File: src/rtl/boot_loader.sv
// Boot stage: receives a length-prefixed, XOR-checksummed byte image, writes big-endian
// words into instruction memory from address 0, and releases the core only after a good checksum.
module boot_loader #(
   parameter int ADDR_WIDTH = 10
) (
   input  logic                  clock,
   input  logic                  reset,
   input  logic [7:0]            rx_data,
   input  logic                  rx_valid,
   output logic                  rx_ready,
   input  logic                  restart,
   output logic [ADDR_WIDTH-1:0] imem_waddr,
   output logic [31:0]           imem_wdata,
   output logic                  imem_wena,
   output logic                  cpu_reset,
   output logic                  done,
   output logic                  error
);

   typedef enum logic [2:0] {
      HDR_HI  = 3'd0,
      HDR_LO  = 3'd1,
      PAYLOAD = 3'd2,
      CSUM    = 3'd3,
      RUN     = 3'd4,
      ERROR   = 3'd5
   } state_t;

   // Compared in 17 bits so a full 16-bit length cannot alias the limit.
   localparam logic [16:0] MAX_WORDS = 17'd1 << ADDR_WIDTH;

   function automatic logic [7:0] csum_update(input logic [7:0] acc, input logic [7:0] b);
      return acc ^ b;
   endfunction

   state_t                  state_q;
   logic [15:0]             len_q;
   logic [1:0]              byte_cnt_q;
   logic [15:0]             word_cnt_q;
   logic [7:0]              acc_q;
   logic [23:0]             asm_q;
   logic [ADDR_WIDTH-1:0]   waddr_q;
   logic [31:0]             wdata_q;
   logic                    wena_q;
   logic                    cpu_reset_q;
   logic                    done_q;
   logic                    error_q;

   logic                    xfer_s;
   logic [15:0]             len_d;
   logic [31:0]             word_d;
   logic [7:0]              acc_d;
   logic                    last_word_s;

   // Byte acceptance is a pure decode of the loading states.
   always_comb begin
      rx_ready = 1'b0;
      case (state_q)
         HDR_HI, HDR_LO, PAYLOAD, CSUM: rx_ready = 1'b1;
         default:                       rx_ready = 1'b0;
      endcase
   end

   // Datapath helpers for the current byte.
   always_comb begin
      xfer_s      = rx_valid && rx_ready;
      len_d       = {len_q[15:8], rx_data};
      word_d      = {asm_q, rx_data};
      acc_d       = csum_update(acc_q, rx_data);
      last_word_s = (word_cnt_q == (len_q - 16'd1));
   end

   // Loader FSM with all outputs registered.
   always_ff @(posedge clock or negedge reset) begin
      if (!reset) begin
         state_q     <= HDR_HI;
         len_q       <= 16'd0;
         byte_cnt_q  <= 2'd0;
         word_cnt_q  <= 16'd0;
         acc_q       <= 8'd0;
         asm_q       <= 24'd0;
         waddr_q     <= '0;
         wdata_q     <= 32'd0;
         wena_q      <= 1'b0;
         cpu_reset_q <= 1'b0;
         done_q      <= 1'b0;
         error_q     <= 1'b0;
      end else begin
         wena_q <= 1'b0;
         case (state_q)
            HDR_HI: begin
               if (xfer_s) begin
                  len_q[15:8] <= rx_data;
                  state_q     <= HDR_LO;
               end
            end
            HDR_LO: begin
               if (xfer_s) begin
                  len_q <= len_d;
                  if ({1'b0, len_d} > MAX_WORDS) begin
                     state_q <= ERROR;
                     error_q <= 1'b1;
                  end else if (len_d == 16'd0) begin
                     state_q <= CSUM;
                  end else begin
                     state_q <= PAYLOAD;
                  end
               end
            end
            PAYLOAD: begin
               if (xfer_s) begin
                  acc_q      <= acc_d;
                  asm_q      <= {asm_q[15:0], rx_data};
                  byte_cnt_q <= byte_cnt_q + 2'd1;
                  // Fourth byte: the write strobe issues next cycle, overlapping the next byte.
                  if (byte_cnt_q == 2'd3) begin
                     wena_q     <= 1'b1;
                     wdata_q    <= word_d;
                     waddr_q    <= word_cnt_q[ADDR_WIDTH-1:0];
                     word_cnt_q <= word_cnt_q + 16'd1;
                     if (last_word_s) begin
                        state_q <= CSUM;
                     end
                  end
               end
            end
            CSUM: begin
               if (xfer_s) begin
                  if (rx_data == acc_q) begin
                     state_q     <= RUN;
                     cpu_reset_q <= 1'b1;
                     done_q      <= 1'b1;
                  end else begin
                     state_q <= ERROR;
                     error_q <= 1'b1;
                  end
               end
            end
            RUN: begin
               if (restart) begin
                  state_q     <= HDR_HI;
                  cpu_reset_q <= 1'b0;
                  done_q      <= 1'b0;
                  len_q       <= 16'd0;
                  byte_cnt_q  <= 2'd0;
                  word_cnt_q  <= 16'd0;
                  acc_q       <= 8'd0;
                  asm_q       <= 24'd0;
               end
            end
            ERROR: begin
               if (restart) begin
                  state_q     <= HDR_HI;
                  error_q     <= 1'b0;
                  len_q       <= 16'd0;
                  byte_cnt_q  <= 2'd0;
                  word_cnt_q  <= 16'd0;
                  acc_q       <= 8'd0;
                  asm_q       <= 24'd0;
               end
            end
            default: begin
               state_q     <= HDR_HI;
               cpu_reset_q <= 1'b0;
               done_q      <= 1'b0;
               error_q     <= 1'b0;
            end
         endcase
      end
   end

   assign imem_waddr = waddr_q;
   assign imem_wdata = wdata_q;
   assign imem_wena  = wena_q;
   assign cpu_reset  = cpu_reset_q;
   assign done       = done_q;
   assign error      = error_q;

endmodule

File: config.mk
export PLATFORM = sky130hd
export DESIGN_NAME = boot_loader
export DESIGN_NICKNAME = d
export VERILOG_FILES = /design/src/rtl/boot_loader.sv
export SDC_FILE = /design/constraint.sdc
export NUM_CORES = 1
export LEC_CHECK = 0
export ABC_AREA = 1
export CAP_MARGIN = 20
export CORE_AREA = 3 3 131 133
export CTS_CLUSTER_DIAMETER = 120
export DETAILED_ROUTE_END_ITERATION = 8
export DIE_AREA = 0 0 134 136
export PLACE_DENSITY_LB_ADDON = 0.3
export SLEW_MARGIN = 10
export SYNTH_ARGS = -nofsm -noshare
export SYNTH_HDL_FRONTEND = slang
export SYNTH_SLANG_ARGS = --single-unit
export TNS_END_PERCENT = 20
File: constraint.sdc
create_clock -name clock -period 2.9 [get_ports clock]
set_input_delay 0.58 -clock clock [delete_from_list [all_inputs] [get_ports clock]]
set_output_delay 0.58 -clock clock [all_outputs]
set_load 0.05 [all_outputs]
==> out/metrics.yaml, run 1 <==
peakVddDrop_mv: 0.548
drt_iter0_markers: 363
ioPinCount: 59
setup-violations-final: 0
fin_skew_ns: 0.0145
cts.sinks: 114
drive_gt1_share_pct: 8.47
dr.pass1.iters: 5
crit_arrival_ns: 1.84
holdBufCountCts: 0
root_buffer: "clkbuf_16"
seq_area_frac_synth_pct: 50.9
grt_pass1_vias: 4510
hold_violations: 0
cts-htree-levels: 4
diodes: 0
cp_cell_sequence: "inv_2 > clkdlybuf4s50_1"
p_per_area_mw_per_mm2: 1180
run_status: "finished clean"
end_kind: "primary output"
p_comb_share_pct: 43.6
synth_area_mm2: 0.00561
hp-class: "in -> async"
start_kind: "flip-flop"
grt_max_degree: 76
grt_pass1_wl_um: 23100
crit_slowest_cell: "clkdlybuf4s50_1"
syn_nets: 707
cts_tree: "done"
antenna_found_initial: 0
intPower_mw: 4.69
postCtsSetupBuffers: 0
ys_ff_latch: 114
ant_nets: 0
yosysWarnings: 0
dp_hpwl_um: 9640
nets: 771
power_frac_seq_pct: 32.3
area_growth_pct: 24.3
clockPowerShare_pct: 24.1
synthFlopType: "dfrtp_1"
clock_latency_ns: 0.42
path_depth: 2
rsz0062_at_grt: "false"
ff2ff_path_depth: 15
postPlaceCellArea_mm2: 0.00640
syn_inst: 692
grt_util_all_layers_pct: 16.1
overflow: 0
viasPerCell: 4.67
gp_congestion: 0.852
synth-async-reset-ratio_pct: 100
clock_tree.buffer_depth: 2
critPathBufInv: 2
floorplan.initialDensity_pct: 35.2
rows: 46
layout_common_cells: "nand2_1 (193), dfrtp_1 (114), inv_1 (80)"
dieArea_mm2: 0.0182
slowest_delay_ns: 0.82
syn_avg_cell_area_um2: 8.10
synth_top_area_share_pct: 50.9
critical_path_class: "reg -> out"
fin_crit_sh_pct: 83.3
cts_buffers: 17
ys_types: 41
cts_resized: 0
p_leak_nw: 3.30
route.detailed.drc: 0
coreArea_mm2: 0.0159
max_slew_margin_pct: 54.5
fp.dieH_um: 136
switchingPower_mw: 3.57
io_buffers: 58
slew_viol_final: 0
dr_total_vias: 4593
final_common_cell: "nand2_1"
fin_crit_ns: 2.42
fmaxAchievable_mhz: 414
synth_edf_count: 0
worst_slew_pin_slew_ns: 0.682
cp_max_fo: 5
crit_family: "buffers and inverters"
critPathRequiredTime_ns: 2.32
die_x_um: 134
maxCapViolations: 0
final_cell_area_mm2: 0.00697
total_power_mw: 8.26
synth.area.top_cells: "dfrtp_1 (51%), nand2_1 (13%), o21ai_0 (5.9%), inv_1 (5.4%), nor2_1 (3.6%)"
finalSetupTns_ns: 0
path_clk_slew_ns: 0.05
drt_wl_total_um: 13300
wl_per_cell_um: 13.6
synth_top_area_cell: "dfrtp_1"
swShare_pct: 43.2
## power groups by stage
| stage | clock network, mW | logic (mW) | registers [mW] |
|---|---|---|---|
| 3_5_place_dp | 0 | 3.62 | 2.68 |
| 4_1_cts | 2.03 | 3.64 | 2.67 |
| 3_3_place_gp | 0 | 3.57 | 2.69 |
| 6_report | 1.99 | 3.60 | 2.67 |
| 5_1_grt | 2.11 | 4.00 | 2.75 |
| 2_1_floorplan | 0 | 1.59 | 3.58 |
## synthesized netlist by cell type, types with 2 or more instances
| library cell | instances |
|---|---|
| nand4_1 | 7 |
| and3_1 | 2 |
| buf_2 | 7 |
| clkbuf_1 | 8 |
| nor3_2 | 3 |
| o22ai_1 | 8 |
| nor2_1 | 54 |
| dfrtp_1 | 114 |
| xor2_1 | 9 |
| nand3_4 | 2 |
| o31ai_1 | 3 |
| o21ai_1 | 15 |
| buf_6 | 5 |
| nor3_1 | 13 |
| a21oi_1 | 15 |
| nand3b_1 | 4 |
| nor2_2 | 5 |
| nand2_1 | 193 |
| nand3_1 | 36 |
| xnor2_1 | 10 |
| inv_2 | 8 |
| nor4_1 | 2 |
| inv_1 | 80 |
| nand2_2 | 2 |
| o21ai_0 | 66 |
| ha_1 | 3 |
| nor2_4 | 4 |
## worst paths after layout
path	from	to	slack (ns)
max	state_q[2]	rx_ready	0.48
min	reset	imem_wdata[11]	0.20
max reg2reg	len_q[0]	state_q[0]	0.81
min reg2reg	imem_wdata[24]	imem_wdata[24]	0.47
max in group asynchronous	reset	len_q[13]	2.02
min in group clock	imem_wdata[24]	imem_wdata[24]	0.47
## cell families after synthesis
family / count (synthesis) / synth area share [%]
XOR/XNOR: 19 / 2.97
flip-flops: 114 / 50.9
AO/OA/AOI/OAI: 115 / 11.0
AND/OR/NAND/NOR: 331 / 26.2
adder cells (fa/ha/maj): 3 / 0.669
buffers and inverters: 110 / 8.28
## worst register-to-register path, stage by stage (launching register included)
cell and delay [ns]:
dfrtp_1 0.39, inv_1 0.09, ha_1 0.22, nand2_1 0.09, nor2_1 0.22, nand2_1 0.08, a21oi_1 0.15, nand2_1 0.07
nor2_1 0.11, nand2_1 0.07, nor2_1 0.09, nand2_1 0.09, nand2_1 0.12, nand3_1 0.08, nand2_1 0.06, nand2_1 0.04
## final cells by class
| class | instances | area [um^2] |
|---|---|---|
| fill | 1606 | 8970 |
| sequential | 114 | 2850 |
| multi-input combinational | 468 | 2290 |
| timing repair buffer | 67 | 658 |
| clock buffer | 25 | 515 |
| inverter | 88 | 330 |
| tap | 216 | 270 |
| clock inverter | 5 | 50.0 |
## state kept, by name, indices dropped and copies added, names as in the netlist
register and flops:
byte_cnt_q 2, state_q 3, word_cnt_q 16, asm_q 24, imem_wena 1, acc_q 8
imem_waddr 10, imem_wdata 32, error 1, done 1, len_q 16
## routing by layer
metal | vias to the layer above | GRT usage (%) | routed length, um
met5 | - | 0 | 0
met2 | 97 | 24.1 | 5870
met4 | 0 | 5.20 | 193
met3 | 16 | 3.55 | 514
li1 | 2355 | - | -
met1 | 2125 | 23.2 | 6760
## stage by stage
step	cells	hold WS (ns)	setup WS, ns	util [%]
floorplan	692	0.284	1.14	-
global placement	953	0.455	0.470	40.2
detailed placement	953	0.458	0.424	40.2
CTS	983	0.220	0.469	43.7
global route	983	0.236	0.432	43.7
finish	983	0.200	0.485	43.7
No activity file was read; power rests on OpenSTA's default activity.
==> run 2: changes to the inputs <==
==> constraint.sdc (replaced) <==
create_clock -name clock -period 2.39 [get_ports clock]
set_input_delay 0.478 -clock clock [delete_from_list [all_inputs] [get_ports clock]]
set_output_delay 0.478 -clock clock [all_outputs]
set_load 0.05 [all_outputs]
==> run 2 against run 1 <==
Global-route usage barely moved. Non-clock buffer count rose by 3. Clock power rose by 43%. Die area did not move.
==> out/metrics.yaml, run 2 (synthesis gave the netlist of run 1 again) <==
finalSetupTns_ns: 0  # unchanged
fillCellCount: 1558  # -3.0%
floorplan.initialDensity_pct: 35.2  # unchanged
clock_tree.buffer_depth: 2  # unchanged
largest_reg_flops: 32  # unchanged
end_kind: "primary output"
peakVddDrop_mv: 0.727  # +32%
nets: 774  # +0.39%
drive_gt1_share_pct: 9.46  # +0.98 points
io_buffers: 58  # unchanged
final_common_cell: "nand2_1"
antenna_found_initial: 0  # unchanged
worst_slew_pin_slew_ns: 0.538  # -0.144 ns
critical_path_class: "reg -> out"
setup-violations-final: 0  # unchanged
dr.pass1.iters: 5  # unchanged
grt_max_degree: 76  # unchanged
dr_total_vias: 4694  # +2.2%
viasPerCell: 4.75  # +1.7%
cts.sinks: 114  # unchanged
grt_pass1_vias: 4602  # +2.0%
hp-class: "in -> async"
grt_pass1_wl_um: 23500  # +1.5%
critPathRequiredTime_ns: 1.91  # -0.41 ns
ioPinCount: 59  # unchanged
drt_wl_total_um: 13700  # +2.5%
rsz0062_at_grt: "false"
p_per_area_mw_per_mm2: 1480  # +25%
gp_congestion: 0.840  # -1.3%
slew_viol_final: 0  # unchanged
run_status: "finished clean"
ant_nets: 0  # unchanged
coreArea_mm2: 0.0159  # unchanged
fin_skew_ns: 0.00657  # -0.00791 ns
grt_util_all_layers_pct: 16.1  # about the same
fin_crit_sh_pct: 96.9
die_x_um: 134  # unchanged
clock_latency_ns: 0.41  # about the same
cts_buffers: 17  # unchanged
fin_crit_ns: 2.32
diodes: 0  # unchanged
start_kind: "flip-flop"
max_slew_margin_pct: 64.2  # +9.6 points
fmaxAchievable_mhz: 432
fp.dieH_um: 136  # unchanged
route.detailed.drc: 0  # unchanged
path_clk_slew_ns: 0.06  # about the same
cts_tree: "done"
total_power_mw: 10.5  # +27%
p_leak_nw: 3.36  # +1.7%
crit_arrival_ns: 1.84  # about the same
cts-htree-levels: 4  # unchanged
area_growth_pct: 26.7
overflow: 0  # unchanged
cp_max_fo: 5  # unchanged
dp_hpwl_um: 9950  # +3.2%
seq_area_mm2: 0.00285  # unchanged
dieArea_mm2: 0.0182  # unchanged
rows: 46  # unchanged
hold_violations: 0  # unchanged
multi_input_area_mm2: 0.00229  # +0.11%
wl_per_cell_um: 13.8  # +2.0%
drt_iter0_markers: 422  # +16%
root_buffer: "clkbuf_16"
layout_common_cells: "nand2_1 (193), dfrtp_1 (114), inv_1 (80)"
maxCapViolations: 0  # unchanged
-- run 2: where the power goes --
part | internal (mW) | total (mW) | switching, mW
combinational | 1.46 | 4.41 | 2.96
clock | 1.90 | 2.84 | 0.946
sequential | 2.68 | 3.27 | 0.588
-- run 2: cell type report --
cell class | count | area share (%)
Multi-Input combinational cell | 468 | 32.3
Inverter | 88 | 4.65
Sequential cell | 114 | 40.1
Clock inverter | 14 | 3.19
Tap cell | 216 | 3.80
Clock buffer | 18 | 6.18
Timing Repair Buffer | 70 | 9.76
-- run 2: final timing paths --
| kind | start | end | depth (start not counted) | slack [ns] |
|---|---|---|---|---|
| worst min-delay path | reset | imem_wdata[19] | 1 | 0.05 |
| worst min register to register | imem_wdata[29] | imem_wdata[29] | 2 | 0.47 |
| worst max-delay path | state_q[2] | rx_ready | 2 | 0.07 |
| worst max register to register | len_q[0] | state_q[0] | 15 | 0.28 |
| min in group clock | imem_wdata[29] | imem_wdata[29] | 2 | 0.47 |
| max in group asynchronous | reset | imem_waddr[1] | 2 | 1.66 |
-- run 2: per-stage QoR --
stage               utilization, %  hold slack (ns)  worst slack, ns  area, um^2  instances
floorplan                        -            0.182            0.628        5610        692
global placement              40.4            0.460            0.246        6440        956
detailed placement            40.4            0.463            0.207        6440        956
CTS                           44.6           0.0563           0.0532        7100        988
global route                  44.6           0.0719          0.00650        7110        988
finish                        44.6           0.0521           0.0732        7110        988
-- run 2: repair_timing --
action / 4_1_cts / 5_1_grt
setup endpoints to repair: 0 / 1
hold buffers: 0 / 0
endpoints found under the hold margin: 0 / 0
buffers inserted: 0 / 0
resized for setup: 0 / 1
-- run 2: layer usage --
metal | global-route usage, % | wire length, um
met5 | 0 | 0
met1 | 23.0 | 6860
met4 | 3.94 | 69
met3 | 3.22 | 529
met2 | 25.0 | 6220
-- run 2: worst max-delay path: stages (launching register included) --
cell and delay [ns]:
dfrtp_1 0.47, inv_2 0.14, clkdlybuf4s50_1 0.82
==> run 3: changes to the inputs <==
--- a/config.mk
+++ b/config.mk
@@ -11,7 +11,6 @@
 export CTS_CLUSTER_DIAMETER = 120
 export DETAILED_ROUTE_END_ITERATION = 8
 export DIE_AREA = 0 0 134 136
-export PLACE_DENSITY_LB_ADDON = 0.3
 export SLEW_MARGIN = 10
 export SYNTH_ARGS = -nofsm -noshare
 export SYNTH_HDL_FRONTEND = slang
==> run 3 against run 2 <==
Design area down 0.33%. Die area unchanged. Critical path type unchanged. Critical endpoint unchanged. Worst hold slack better by 0.087 ns. Global-route usage up 0.47 points. Routed wire length up 0.22%. Combinational power up 1%. Sequential power about the same. Cell count unchanged. Clock power down 5%. Clock skew about the same. Fmax up 4.8%. Clock-buffer cell count down 1.
==> out/metrics.yaml, run 3 (synthesis gave the netlist of run 1 again) <==
final_cell_area_mm2: 0.00708  # -0.33%
diodes: 0  # unchanged
critPathRequiredTime_ns: 1.91  # about the same
layout_common_cells: "nand2_1 (193), dfrtp_1 (114), inv_1 (80)"
p_leak_nw: 3.35  # -0.32%
critical_path_class: "reg -> out"
antenna_found_initial: 0  # unchanged
nets: 774  # unchanged
dr_total_vias: 4697  # +0.064%
viasPerCell: 4.75  # about the same
max_slew_margin_pct: 60.0  # -4.1 points
crit_arrival_ns: 1.73  # -0.11 ns
cp_max_fo: 5  # unchanged
dr.pass1.iters: 5  # unchanged
worstReg2RegStart: "len_q[0]"
run_status: "finished clean"
fmaxAchievable_mhz: 452  # +4.8%
ioPinCount: 59  # unchanged
timing.final.ws_setup_ns: 0.180  # +0.107 ns
drt_iter0_markers: 338  # -20%
path_clk_slew_ns: 0.06  # about the same
grt_max_degree: 115  # +51%
peakVddDrop_mv: 0.728  # +0.14%
ff2ff_path_depth: 15  # unchanged
setup-violations-final: 0  # unchanged
hold_violations: 0  # unchanged
cts-htree-levels: 4  # unchanged
fin_skew_ns: 0.00679  # +0.000227 ns
end_kind: "primary output"
grt_pass1_wl_um: 23900  # +1.9%
rows: 46  # unchanged
clock_latency_ns: 0.42  # about the same
wl_per_cell_um: 13.9  # +0.22%
fin_crit_sh_pct: 92.5  # -4.5 points
route.detailed.drc: 0  # unchanged
drive_gt1_share_pct: 9.33  # -0.13 points
grt_util_all_layers_pct: 16.5  # +0.47 points
holdBufCountCts: 0  # unchanged
worst_slew_pin_slew_ns: 0.599  # +0.0616 ns
postCtsSetupBuffers: 0  # unchanged
p_per_area_mw_per_mm2: 1470  # -0.84%
largest_reg_flops: 32  # unchanged
slew_viol_final: 0  # unchanged
rsz0062_at_grt: "false"
cts.sinks: 114  # unchanged
fp.dieH_um: 136  # unchanged
reg2reg_setup_slack_ns: 0.31  # +0.03 ns
root_buffer: "clkbuf_16"
gp_congestion: 0.827  # -1.6%
floorplan.initialDensity_pct: 35.2  # unchanged
drt_wl_total_um: 13700  # +0.22%
clock_tree.buffer_depth: 2  # unchanged
hp-class: "in -> async"
fin_crit_ns: 2.21  # -0.107 ns
coreArea_mm2: 0.0159  # unchanged
dieArea_mm2: 0.0182  # unchanged
cts_resized: 0  # unchanged
cts_buffers: 17  # unchanged
holdWs_ns: 0.139  # +0.0869 ns
finish.utilization_pct: 44.4  # -0.15 points
grt_pass1_vias: 4688  # +1.9%
finalSetupTns_ns: 0  # unchanged
io_buffers: 58  # unchanged
postPlaceCellArea_mm2: 0.00645  # +0.19%
maxCapViolations: 0  # unchanged
reg2reg_to: "state_q[0]"
cts_tree: "done"
dp_hpwl_um: 9780  # -1.7%
final_common_cell: "nand2_1"
dpl_worst_slack_ns: 0.193  # -0.0145 ns
ant_nets: 0  # unchanged
area_growth_pct: 26.3
start_kind: "flip-flop"
overflow: 0  # unchanged
fillCellCount: 1594  # +2.3%
die_x_um: 134  # unchanged
-- run 3: cell types whose count changed in the layout (fill, tap and decap cells not counted), sizes merged --
cell,previous run,this run
inv,92,91
bufinv,5,4
clkbuf,18,17
clkinv,3,6
-- run 3: metrics by stage --
step | total power [mW] | cells
2_1_floorplan | 6.28 | 692
3_3_place_gp | 7.68 | 956
3_5_place_dp | 7.74 | 956
4_1_cts | 10.5 | 988
5_1_grt | 11.1 | 988
6_report | 10.4 | 988
-- run 3: area by class of cell --
cell class                 count  area, um^2  area share (%)
tap                          216         270            3.82
sequential                   114        2850            40.3
clock buffer                  17         425            6.01
timing repair buffer          70         706            9.96
inverter                      88         330            4.66
multi-input combinational    468        2290            32.3
clock inverter                15         206            2.92
-- run 3: power by group --
group | total (mW) | internal [mW] | switching [mW]
Sequential | 3.25 | 2.68 | 0.565
Clock | 2.70 | 1.75 | 0.944
Combinational | 4.46 | 1.48 | 2.97
-- run 3: how the worst max path moves through the flow --
stage                          start        endpoint  slack, ns  cells past startpoint
after floorplan           state_q[2]  word_cnt_q[15]       0.63                     11
after global placement    rx_data[5]      state_q[1]       0.22                      8
after detailed placement    rx_valid   imem_wdata[2]       0.19                      9
after CTS                 state_q[2]        rx_ready       0.16                      2
after global routing        len_q[0]      state_q[0]      0.008                     15
final                     state_q[2]        rx_ready       0.18                      2
-- run 3: per-layer routing --
layer / part of all wire [%] / global-route usage, % / wire length, um
met1: 49 / 23.3 / 6760
met2: 45 / 25.5 / 6170
met3: 4.4 / 3.89 / 609
met4: 1.3 / 4.74 / 174
met5: 0 / 0 / 0
-- run 3: worst max-delay path, stage by stage, from the launching register on --
cell	delay (ns)
dfrtp_1	0.38
inv_2	0.11
clkdlybuf4s50_1	0.82
